<file path="src/rtl/operand_fetch.sv">
// Issue-side operand reader: drives register-file read addresses, bypasses same-cycle
// writeback data, interlocks RAW/WAW hazards via a busy scoreboard, and registers operands.
module operand_fetch #(
    parameter int DATA_WIDTH    = 32,
    parameter int ADDRESS_WIDTH = 5,
    parameter int NUM_REGS      = 2**ADDRESS_WIDTH
) (
    input  logic                     clock,
    input  logic                     reset,
    input  logic                     flush,
    input  logic                     in_valid,
    output logic                     in_ready,
    input  logic [ADDRESS_WIDTH-1:0] in_rs1,
    input  logic [ADDRESS_WIDTH-1:0] in_rs2,
    input  logic [ADDRESS_WIDTH-1:0] in_rd,
    input  logic                     in_rd_we,
    output logic [ADDRESS_WIDTH-1:0] rf_read_addr1,
    output logic [ADDRESS_WIDTH-1:0] rf_read_addr2,
    input  logic [DATA_WIDTH-1:0]    rf_data1,
    input  logic [DATA_WIDTH-1:0]    rf_data2,
    input  logic                     wb_en,
    input  logic [ADDRESS_WIDTH-1:0] wb_addr,
    input  logic [DATA_WIDTH-1:0]    wb_data,
    output logic                     out_valid,
    input  logic                     out_ready,
    output logic [DATA_WIDTH-1:0]    out_op1,
    output logic [DATA_WIDTH-1:0]    out_op2,
    output logic [ADDRESS_WIDTH-1:0] out_rd,
    output logic                     out_rd_we
);

    localparam logic [ADDRESS_WIDTH-1:0] REG_ZERO  = {ADDRESS_WIDTH{1'b0}};
    localparam logic [DATA_WIDTH-1:0]    DATA_ZERO = {DATA_WIDTH{1'b0}};

    logic [NUM_REGS-1:0]      busy_r;
    logic                     out_valid_r;
    logic [DATA_WIDTH-1:0]    out_op1_r;
    logic [DATA_WIDTH-1:0]    out_op2_r;
    logic [ADDRESS_WIDTH-1:0] out_rd_r;
    logic                     out_rd_we_r;

    logic                     hazard_s;
    logic                     in_ready_s;
    logic                     accept_s;
    logic                     handshake_s;
    logic                     busy_set_s;
    logic [DATA_WIDTH-1:0]    op1_s;
    logic [DATA_WIDTH-1:0]    op2_s;

    function automatic logic wb_hit_f(
        input logic [ADDRESS_WIDTH-1:0] r,
        input logic                     en,
        input logic [ADDRESS_WIDTH-1:0] addr
    );
        return en && (addr == r) && (r != REG_ZERO);
    endfunction

    // A register is pending while a writer is in flight downstream (and not retiring
    // right now) or while a writer of it sits in the output stage.
    function automatic logic pending_f(
        input logic [ADDRESS_WIDTH-1:0] r,
        input logic [NUM_REGS-1:0]      busy,
        input logic                     en,
        input logic [ADDRESS_WIDTH-1:0] addr,
        input logic                     ov,
        input logic                     owe,
        input logic [ADDRESS_WIDTH-1:0] ord
    );
        return (r != REG_ZERO) &&
               ((busy[r] && !wb_hit_f(r, en, addr)) || (ov && owe && (ord == r)));
    endfunction

    assign rf_read_addr1 = in_rs1;
    assign rf_read_addr2 = in_rs2;
    assign in_ready      = in_ready_s;
    assign out_valid     = out_valid_r;
    assign out_op1       = out_op1_r;
    assign out_op2       = out_op2_r;
    assign out_rd        = out_rd_r;
    assign out_rd_we     = out_rd_we_r;

    // Hazard detection, handshakes and bypassed operand selection.
    always_comb begin
        hazard_s = pending_f(in_rs1, busy_r, wb_en, wb_addr, out_valid_r, out_rd_we_r, out_rd_r) ||
                   pending_f(in_rs2, busy_r, wb_en, wb_addr, out_valid_r, out_rd_we_r, out_rd_r) ||
                   (in_rd_we &&
                    pending_f(in_rd, busy_r, wb_en, wb_addr, out_valid_r, out_rd_we_r, out_rd_r));
        in_ready_s  = (!out_valid_r || out_ready) && !hazard_s && !flush;
        accept_s    = in_valid && in_ready_s;
        handshake_s = out_valid_r && out_ready && !flush;
        busy_set_s  = handshake_s && out_rd_we_r && (out_rd_r != REG_ZERO);

        if (in_rs1 == REG_ZERO) begin
            op1_s = DATA_ZERO;
        end else if (wb_hit_f(in_rs1, wb_en, wb_addr)) begin
            op1_s = wb_data;
        end else begin
            op1_s = rf_data1;
        end

        if (in_rs2 == REG_ZERO) begin
            op2_s = DATA_ZERO;
        end else if (wb_hit_f(in_rs2, wb_en, wb_addr)) begin
            op2_s = wb_data;
        end else begin
            op2_s = rf_data2;
        end
    end

    // Output stage: flush kills valid only, leaving the data registers as they were.
    always_ff @(posedge clock or negedge reset) begin
        if (!reset) begin
            out_valid_r <= 1'b0;
            out_op1_r   <= DATA_ZERO;
            out_op2_r   <= DATA_ZERO;
            out_rd_r    <= REG_ZERO;
            out_rd_we_r <= 1'b0;
        end else if (flush) begin
            out_valid_r <= 1'b0;
        end else if (accept_s) begin
            out_valid_r <= 1'b1;
            out_op1_r   <= op1_s;
            out_op2_r   <= op2_s;
            out_rd_r    <= in_rd;
            out_rd_we_r <= in_rd_we;
        end else if (out_valid_r && out_ready) begin
            out_valid_r <= 1'b0;
        end else begin
            out_valid_r <= out_valid_r;
        end
    end

    // Busy scoreboard: set on hand-off of a writer, cleared on its writeback; set wins.
    always_ff @(posedge clock or negedge reset) begin
        if (!reset) begin
            busy_r <= {NUM_REGS{1'b0}};
        end else begin
            busy_r[0] <= 1'b0;
            for (int i = 1; i < NUM_REGS; i++) begin
                if (busy_set_s && (out_rd_r == ADDRESS_WIDTH'(i))) begin
                    busy_r[i] <= 1'b1;
                end else if (wb_en && (wb_addr == ADDRESS_WIDTH'(i))) begin
                    busy_r[i] <= 1'b0;
                end else begin
                    busy_r[i] <= busy_r[i];
                end
            end
        end
    end

endmodule

</file>
<file path="config.mk">
export PLATFORM = sky130hd
export DESIGN_NAME = operand_fetch
export DESIGN_NICKNAME = d
export VERILOG_FILES = /design/src/rtl/operand_fetch.sv
export SDC_FILE = /design/constraint.sdc
export NUM_CORES = 1
export LEC_CHECK = 0
export ABC_AREA = 1
export CORE_MARGIN = 5
export CORE_UTILIZATION = 44
export DETAILED_ROUTE_END_ITERATION = 6
export PLACE_DENSITY = 0.78
export SETUP_SLACK_MARGIN = 0.15
export SKIP_CTS_REPAIR_TIMING = 1
export SLEW_MARGIN = 40
export SYNTH_ARGS = -nofsm -noshare
export SYNTH_HDL_FRONTEND = slang
export SYNTH_SLANG_ARGS = --single-unit
</file>
<file path="constraint.sdc">
create_clock -name clock -period 2 [get_ports clock]
set_clock_uncertainty 0.2 [all_clocks]
set_input_delay 0.3 -clock clock [delete_from_list [all_inputs] [get_ports clock]]
set_output_delay 0.3 -clock clock [all_outputs]
set_load 0.05 [all_outputs]
</file>
; ---- Word level (Yosys, flattened, before mapping)
; Cells that the tools add are included.
[word_totals]
register_bits = 102
in_bits = 123
[classes]
magnitude_cmp = 3
n_eq_ne = 68
muxes = 75
n_bitwise = 1
reduce_logical = 137
[ops]
columns = operator, n
row1 = 5-bit == test (second input constant), 32
row2 = 32-bit 2-to-1 mux, 4
row3 = 1-bit logical AND, 86
row4 = 5-bit by 4-bit == test with 1-bit output (second input constant), 16
row5 = 1-bit 2-to-1 mux, 68
row6 = 2-bit nonzero test, 31
row7 = 5-bit by 3-bit == test with 1-bit output (second input constant), 8
row8 = 5-bit == test, 6
row9 = 5-bit by 2-bit == test with 1-bit output (second input constant), 4
row10 = 5-bit nonzero test, 4
row11 = 5-bit by 6-bit less-than comparator with 1-bit output (second input constant), 3
row12 = 1-bit binary-select mux with 5-bit select, 3
row13 = 5-bit by 1-bit == test with 1-bit output (second input constant), 2
row14 = 5-bit zero test, 2
row15 = 1-bit zero test, 6
row16 = 1-bit logical OR, 6
row17 = 3-bit nonzero test, 1
row18 = 2-bit AND reduction, 1
row19 = 1-bit inverter, 1

; ---- Depth between registers and ports, before layout
; Gate-level depths: netlist of the first run.
[depth]
depth_word = 15
depth_mapped = 19

; ---- Worst setup path after synthesis of the first run
; No wires, ideal clock.
[synth_timing]
path_kind = register to output
startpoint = register out_rd_r[0] (netlist: out_rd[0])
endpoint = output in_ready
arrival_ns = 1.881
required_ns = 1.500
setup_slack_ns = -0.381
stages_incl_launch_ff = 11
cell_sequence = dfrtp_1 > clkbuf_1 > inv_1 > o22ai_1 > nor4_1 > nand2_1 > nand2_1 > nand2_1 > nand2_1 > nor2_4 > buf_4
[synth_via]
elab_chain_cells = 9
elab_cells_between_ends = 18
classes_between = eq/ne (3) / reduce/logical (15)
[synth_rtl]
columns = item, line_no
row1 = start: declaration, 39  ; logic [ADDRESS_WIDTH-1:0] out_rd_r;
row2 = start signal: assignment, 124  ; out_rd_r <= in_rd;
row3 = 5-bit == test, 70  ; ((busy[r] && !wb_hit_f(r, en, addr)) || (ov && owe && (ord == r)));
row4 = 1-bit logical AND, 70
row5 = 1-bit logical OR, 70
row6 = 1-bit logical AND, 69  ; return (r != REG_ZERO) &&
row7 = 1-bit logical OR / 1-bit logical AND (equally long branches), "84, 86"
row8 = 1-bit logical OR (*), 85  ; pending_f(in_rs2, busy_r, wb_en, wb_addr, out_valid_r, out_rd_we_r, out_rd_r) ||
row9 = 1-bit zero test (*), 88  ; in_ready_s = (!out_valid_r || out_ready) && !hazard_s && !flush;
row10 = 1-bit logical AND (*) (2 in series), 88
row11 = end: declaration, 12  ; output logic in_ready,
; Mark *: on every way between the ends. The rest lies on a longest branch, timed or not.

; ---- Worst setup path in the final report of the first run
[layout_timing]
startpoint = register busy_r[28]
endpoint = output in_ready
[layout_via]
elab_chain_cells = 10
elab_cells_between_ends = 21
classes_between = mux (6) / reduce/logical (15)
[layout_rtl]
columns = item, line_no
row1 = start: declaration, 35  ; logic [NUM_REGS-1:0] busy_r;
row2 = start signal: assignment, 136  ; busy_r <= {NUM_REGS{1'b0}};
row3 = start signal: indexed assignment, 145  ; busy_r[i] <= busy_r[i];
row4 = 1-bit binary-select mux with 5-bit select, 70
row5 = 1-bit 2-to-1 mux (implied by the code), 70
row6 = 1-bit logical AND, 70
row7 = 1-bit logical OR, 70
row8 = 1-bit logical AND, 69
row9 = 1-bit logical OR / 1-bit logical AND (equally long branches), "84, 86"
row10 = 1-bit logical OR (*), 85
row11 = 1-bit zero test (*), 88
row12 = 1-bit logical AND (*) (2 in series), 88
; Mark *: on every way between the ends. The rest lies on a longest branch, timed or not. The select of a mux whose other input is x is not followed.

==> out/results.txt, run 1 <==
The run finished, with violations left. The checks that failed: setup timing. The layout cell share with drive strength beyond 1 came out at 22.0%. For this run the aggregate overflow at the end of global routing stands at 0.

For this run, design rule violations remaining after detail routing come to 0. The logs give 0.36 ns for the clock network latency to the later pin of the worst-skew pair and 26.8 mm for the final routed wirelength across all metal layers. The first-pass GRT wire length is 41.0 mm, and the die outline height is 135 um. The Yosys step of the flow raised 0 warnings.

Once detail routing completed, the nets flagged for antenna violations numbered 0. The placed instances occupy a cell area of 0.00970 mm^2. The worst slew margin relative to its limit came out at 66.5%.

The average cell area after synthesis works out to 6.37 um^2. The proportion of synthesized chip area in sequential cells was 37.0%. Sorting the synthesized cells by area gives the leading types as dfrtp_1 37%, nand2_1 25%, nand3_1 11%. The number of cell rows is 45, and the highest fanout seen on the critical path is 5.

The fraction of the cycle the final worst path needs works out to 121%. Kind of cell with the highest combined delay on the critical path: simple AND/OR/NAND/NOR gates. The length of the first detailed-routing pass in iterations was 5; the via density per instance was 5.40. The logs give 19.2% for the fraction of power consumed by the clock network and 2 for the clock tree buffer depth. The logs give 0.00547 uW for the cell leakage power and 28.1% for the aggregate global-route resource usage. Library cell with the largest summed area after synthesis: dfrtp_1. The library cells used most frequently in the layout, excluding fill and tap cells, are 440 x nand2_1, 168 x buf_4, 137 x nand3_1. TritonCTS built the clock tree. Pin placement for this block handled 205 I/O pins. For this run, the top clock speed supported by timing is 414 MHz. Setup violations remaining at the end of the flow were counted as 72. The number of max-cap violations was 0; the H-tree depth was 3. At the worst endpoint, the required time is 1.50 ns. Dividing total power by cell area gives a power density of 924 mW/mm^2. The power share of the sequential group came out at 31.1%.

The endpoint class of the critical path is a primary output. The number of nets handed over by synthesis was 1205. The class of the most critical setup path is flip-flop to primary output. The maximum number of pins on one net before global-route repair was 53; the fraction of power spent switching nets was 46.3%.

The peak per-stage delay on the critical path is 0.46 ns, and the number of global-route vias before repair is 7860. Subtracting the final worst setup slack from the clock period gives 2.42 ns. Combinational logic burns 49.7% of the power. Setup repair after global routing could not meet its margin everywhere. In this run the cell area of the synthesized design comes to 0.00690 mm^2. The worst-case IR drop observed on VDD is 0.847 mV.

Final critical-path setup slack: -0.415 ns. The logs give 5150 uW for the cell-internal power and 0 for the number of inserted diodes. After clock tree synthesis, the clock-pin slew on the worst setup and hold paths is 0.07 ns. After synthesis, the largest area contributor takes up 37.0% of total cell area. Clock tree synthesis found a total of 102 sinks.

The routed layout has 8416 vias. For the final count of pins violating max slew, the log shows 0. Leaving out fill and tap cells, the most frequent cell in the layout is nand2_1. For the worst setup path, the data arrival time is 1.92 ns. The min-delay analysis places its worst path in the category input port to async pin.

For this run, the post-layout net count is 1465. Once detailed placement completed, the half-perimeter wirelength came to 20.2 mm. The post-detailed-route wirelength per cell is 17.2 um, and the total net switching power is 4440 uW. The transition time at the pin with the least slew margin came out at 0.502 ns.

With fillers left out, the area of the finished cells amounts to 0.0104 mm^2. The buffer and inverter count on the worst path works out to 1. After synthesis, the netlist uses 31 different library cells. The number of buffers created by CTS was 9; the width of the chip was 135 um.

The worst-path cell with the longest stage delay is dfrtp_1. The total of fill cells in the finished design was 1354; the synthesis-to-finish area growth was 50.5%. In the synthesized netlist, the number of instances is 1082. Input and output buffers added on the ports amount to 204. The area of the die is 0.0183 mm^2.

The tools report the library cell used as clock root buffer as clkbuf_16. The run gives 45.0% as the starting density of the core. The detailed router's first-iteration violation count was 1040.

STA classifies the critical path startpoint as a flip-flop. The region available for standard cell placement spans 0.0153 mm^2. The run gives 1.02 as the final RePlAce weighted congestion.

The run gives 0 as the initial antenna violation count. Traced cell by cell, the critical path runs through nand2_1 -> nand3_2 -> nand3_1 -> nand3_2 -> nand2_1 -> nand2_1 -> nand3_2 -> nand2_2 -> nand2_2 -> nand2_2 -> nor2_4 -> buf_12. The synthesized design contains 102 register bits. The number of endpoints with negative hold slack in the final report is 0.

For the final routed database, the setup TNS stands at -22.64 ns.
registers in the layout, indices dropped and copies added (netlist names):
name / flops
out_op1: 32
out_op2: 32
busy_r: 31
out_rd: 5
out_rd_we: 1
out_valid: 1
final cells by class:
class | count | area (um^2) | share of cell area, %
clock buffers | 10 | 239 | 2.30
clock inverters | 6 | 67.6 | 0.651
inverters | 88 | 345 | 3.33
multi-input cells | 813 | 3710 | 35.7
flip-flops and latches | 102 | 2570 | 24.8
well taps | 211 | 264 | 2.54
repair buffers | 328 | 3190 | 30.7
worst paths after layout:
| kind | depth (start not counted) | endpoint | slack (ns) | start |
|---|---|---|---|---|
| max in group asynchronous | 3 | busy_r[8] | 0.85 | reset |
| worst max-delay path | 12 | in_ready | -0.42 | busy_r[28] |
| min in group clock | 4 | out_rd[2] | 0.24 | in_rd[2] |
| worst max register to register | 19 | out_op1[24] | -0.36 | busy_r[9] |
| worst min-delay path | 2 | busy_r[29] | 0.18 | reset |
| worst min register to register | 2 | out_op2[15] | 0.28 | out_op2[15] |
layer usage:
| metal | up-vias | wire length, um | track usage [%] |
|---|---|---|---|
| met2 | 441 | 12400 | 44.5 |
| met3 | 67 | 2630 | 7.62 |
| li1 | 3976 | - | - |
| met5 | - | 0 | 0 |
| met1 | 3932 | 10900 | 37.3 |
| met4 | 0 | 906 | 9.29 |
cell families after synthesis:
| group | after synthesis | share of synthesized area (%) |
|---|---|---|
| and+or+nand+nor | 659 | 39.5 |
| buffers and inverters | 167 | 11.3 |
| AOI/OAI and AO/OA | 149 | 11.5 |
| DFF | 102 | 37.0 |
| xor gates and xnor gates | 5 | 0.635 |
cells in the mapped netlist:
master / count
nand2_1: 460
nand3_1: 146
dfrtp_1: 102
inv_1: 81
o21ai_0: 81
nor2_1: 42
a21oi_1: 40
clkbuf_1: 38
buf_4: 20
buf_2: 13
o22ai_1: 12
buf_6: 8
o31ai_1: 7
inv_2: 5
o21ai_1: 4
xnor2_1: 4
a221oi_1: 3
nand4_1: 3
clkinv_1: 1
inv_4: 1
nand2_2: 1
nand3_4: 1
nand4_2: 1
nor2_4: 1
nor3_1: 1
nor3_2: 1
nor4_1: 1
nor4_4: 1
o211ai_1: 1
o21bai_1: 1
xor2_1: 1
power by group through the flow:
stage	logic [uW]	clock network, uW	registers [uW]
after detailed placement	4680	0	2970
after floorplan	1240	0	4600
after global placement	4620	0	2970
after CTS	4680	1860	2960
after global routing	5050	1930	3040
final	4760	1840	2980
worst reg2reg max path, stage by stage (launching register included):
cell and delay [ns]:
dfrtp_1 0.45, nand2_1 0.09, nand3_1 0.07, nand2_1 0.07, nand2_1 0.06, nand2_2 0.08
nand2_1 0.05, nand2_1 0.05, nor2_1 0.04, nand2_1 0.06, nand2_1 0.06, nand2_2 0.06
nand2_2 0.08, buf_4 0.14, buf_4 0.12, inv_2 0.05, nand3_4 0.15, buf_12 0.22
nand2_1 0.08, nand2_1 0.05
metrics by stage:
stage	setup slack [ns]	hold slack (ns)	total power (uW)	utilization, %	std cells
final	-0.415	0.183	9590	67.8	1558
after global routing	-0.537	0.245	10000	67.8	1558
after CTS	-0.722	-0.351	9500	65.3	1541
after detailed placement	-0.774	0.0303	7650	63.3	1525
after global placement	-0.758	0.0280	7590	63.3	1525
after floorplan	-0.0478	-0.196	5840	-	1082
(Power assumes the default switching activity.)
==> inputs of run 2 (changes only) <==
--- a/config.mk
+++ b/config.mk
@@ -6,7 +6,6 @@
 export NUM_CORES = 1
 export LEC_CHECK = 0
 export ABC_AREA = 1
-export CORE_MARGIN = 5
 export CORE_UTILIZATION = 44
 export DETAILED_ROUTE_END_ITERATION = 6
 export PLACE_DENSITY = 0.78
==> run 2 against run 1 <==
Compared with the run above: the run still ends with setup timing left; highest routed layer unchanged; combinational power rose by 3%; fmax fell by 3.4%; sequential power barely moved; global-route usage rose by 3.7 points; non-clock buffer count rose by 2.
==> out/results.txt, run 2 (synthesis results as in run 1) <==
The total grt overflow was 0 (unchanged); the cell-internal power was 5250 uW (+2.1%). The starting density of the core came out at 45.2% (+0.17 points). Final routed wirelength across all metal layers: 27.2 mm (+1.4%).

The number of sinks on the clock net is 102 (unchanged), and the clock-pin slew on the worst setup and hold paths is 0.07 ns (about the same). The fraction of power spent switching nets works out to 45.9% (-0.40 points). The total of fill cells in the finished design was 1286 (-5.0%). The number of stages on the worst setup path is 12 (unchanged). The transition time at the pin with the least slew margin is 0.508 ns (+0.00587 ns), and the highest clock rate is 400 MHz (-3.4%). The run finished, with violations left. The die outline height was 127 um (-5.9%). The tools report the number of endpoints with negative hold slack in the final report as 0 (unchanged). In the layout the commonest cells are 442 x nand2_1, 163 x buf_4, 141 x nand3_1. The placed instance area was 0.00974 mm^2 (+0.41%). Largest vdd supply drop: 0.835 mV (-1.4%).

The endpoint arrival time on the critical path is 2.00 ns (+0.08 ns). The run gives 0 (unchanged) as the number of max-cap violations. The logic depth of the worst register-to-register path is 16 (-3), and the number of nets at the end of the flow is 1467 (+0.14%). For the detailed placement HPWL, the log shows 19.4 mm (-4.0%). Width of the chip: 127 um (-5.9%). The highest fanout seen on the critical path was 4 (-1).

The worst register-to-register path begins at busy_r[24]. The H-tree depth came out at 3 (unchanged). The relative contribution of combinational cells to total power came out at 50.5% (+0.8 points). The logs give 4460 uW (+0.45%) for the total net switching power and 40.2 mm (-2.0%) for the first-pass GRT wire length.

The antenna violation net count after detailed routing was 0 (unchanged); the worst slew margin relative to its limit was 66.1% (-0.39 points). The tools report the number of global-route vias before repair as 7716 (-1.8%). The final RePlAce weighted congestion is 0.975 (-4.2%).

Endpoint of the worst-slack reg-to-reg timing path: out_op1[5]. The fraction of the cycle the final worst path needs was 125% (+4.3 points). The length of the first detailed-routing pass in iterations is 6 (+1), and the peak per-stage delay on the critical path is 0.54 ns (+0.08 ns). For the clock network latency to the later pin of the worst-skew pair, the log shows 0.36 ns (about the same). TritonCTS built the clock tree. The final count of pins violating max slew is 0 (unchanged), and the maximum number of pins on one net before global-route repair is 59 (+11%).

The post-detailed-route wirelength per cell came out at 17.4 um (+1.2%). Path type of the worst min-delay path: input port to async pin. For the worst slack on hold paths, the log shows 0.123 ns (-0.0604 ns).

The worst setup timing slack at the placement stage was -0.889 ns (-0.114 ns); the aggregate negative setup slack was -17.72 ns (+4.92 ns). The logs give 0 (unchanged) for the total DRC errors in the routed layout and 45 (unchanged) for the number of cell rows. For the power share of the sequential group, the log shows 30.4% (-0.7 points). The number of I/O port buffers is 204 (unchanged), and the area taken by flip-flops and latches is 0.00258 mm^2 (+0.19%). The number of vias in the routed layout was 8471 (+0.65%). For the number of buffers created by CTS, the log shows 9 (unchanged). STA classifies the critical path startpoint as an input port.

The run gives -0.501 ns (-0.0856 ns) as the final critical-path setup slack. Setup repair after global routing could not meet its margin everywhere. The synthesis-to-finish area growth was 52.1%; the final core utilization was 68.7% (+0.96 points). The layout cell share with drive strength beyond 1 came out at 21.5% (-0.55 points).

The clock period minus worst slack works out to 2.50 ns (+0.0856 ns). The largest individual stage delay along the critical path comes from the cell clkdlybuf4s50_1. The area taken by multi-input logic gates is 0.00368 mm^2 (-0.64%), and the total setup violations reported at the end of the flow is 72 (unchanged). The worst setup path is captured at a primary output. The most common library cell in the layout ignoring fill and taps is nand2_1.

The root buffer cell chosen for the clock tree is clkbuf_16. Setup slack of the worst register-to-register path: -0.31 ns (+0.05 ns). The cell leakage power was 0.00552 uW (+1.1%). The area of the die is 0.0162 mm^2 (-11%), and the power density relative to cell area is 926 mW/mm^2 (+0.30%). The final reports fail on setup timing. The tools report the clock tree buffer depth as 2 (unchanged).

Traced cell by cell, the critical path runs through clkdlybuf4s50_1 -> buf_4 -> o22ai_1 -> nor2_1 -> nand3_1 -> nand3_1 -> nand2_1 -> nand2_1 -> nand2_2 -> nor2_4 -> buf_12 -> buf_12. In this design, the largest share of critical-path delay is due to buffers and inverters. The class of the most critical setup path was input port to primary output. The final cell area excluding filler cells is 0.0105 mm^2 (+1.0%), and the aggregate global-route resource usage is 31.8% (+3.7 points). The data required time of the critical path was 1.50 ns (about the same); the buffer and inverter count on the worst path was 4 (+3). The tools report the total core area as 0.0153 mm^2 (-0.37%). The run gives 962 (-7.5%) as the detailed router's first-iteration violation count.

The via density per instance is 5.43 (+0.46%). The fraction of power consumed by the clock network came out at 19.1% (about the same). The I/O pin count was 205 (unchanged); the initial antenna violation count was 0 (unchanged).
run 2: per-stage QoR:
step	std cells	power, uW
final	1561	9710
after global routing	1560	10100
after CTS	1547	9540
after detailed placement	1531	7700
after global placement	1531	7640
after floorplan	1082	5840
run 2: worst max path at each step:
stage | slack [ns] | startpoint | endpoint
2_1_floorplan | -0.05 | out_rd[0] | in_ready
3_3_place_gp | -0.84 | in_rs2[0] | out_op2[0]
3_5_place_dp | -0.89 | in_rs2[0] | out_op2[0]
4_1_cts | -0.78 | in_rs2[0] | in_ready
5_1_grt | -0.59 | busy_r[25] | in_ready
6_report | -0.50 | wb_addr[1] | in_ready
run 2: layer usage:
| metal | up-vias | wire, um | GRT usage [%] |
|---|---|---|---|
| li1 | 3974 | - | - |
| met1 | 3958 | 11200 | 41.8 |
| met2 | 476 | 12500 | 50.1 |
| met4 | 0 | 897 | 12.5 |
| met3 | 63 | 2560 | 8.54 |
| met5 | - | 0 | 0 |
run 2: area by class of cell:
cell class	count	share of cell area (%)
diodes	1	0.0239
inverters	88	3.29
clock buffers	11	2.41
repair buffers	330	31.5
clock inverters	5	0.537
flip-flops and latches	102	24.6
well taps	211	2.52
multi-input cells	813	35.1
run 2: power by group through the flow:
stage                     clock, uW  sequential, uW  combinational (uW)
after floorplan                   0            4600                1240
after global placement            0            2940                4700
after detailed placement          0            2940                4750
after CTS                      1850            2930                4750
after global routing           1940            3010                5170
final                          1850            2950                4910
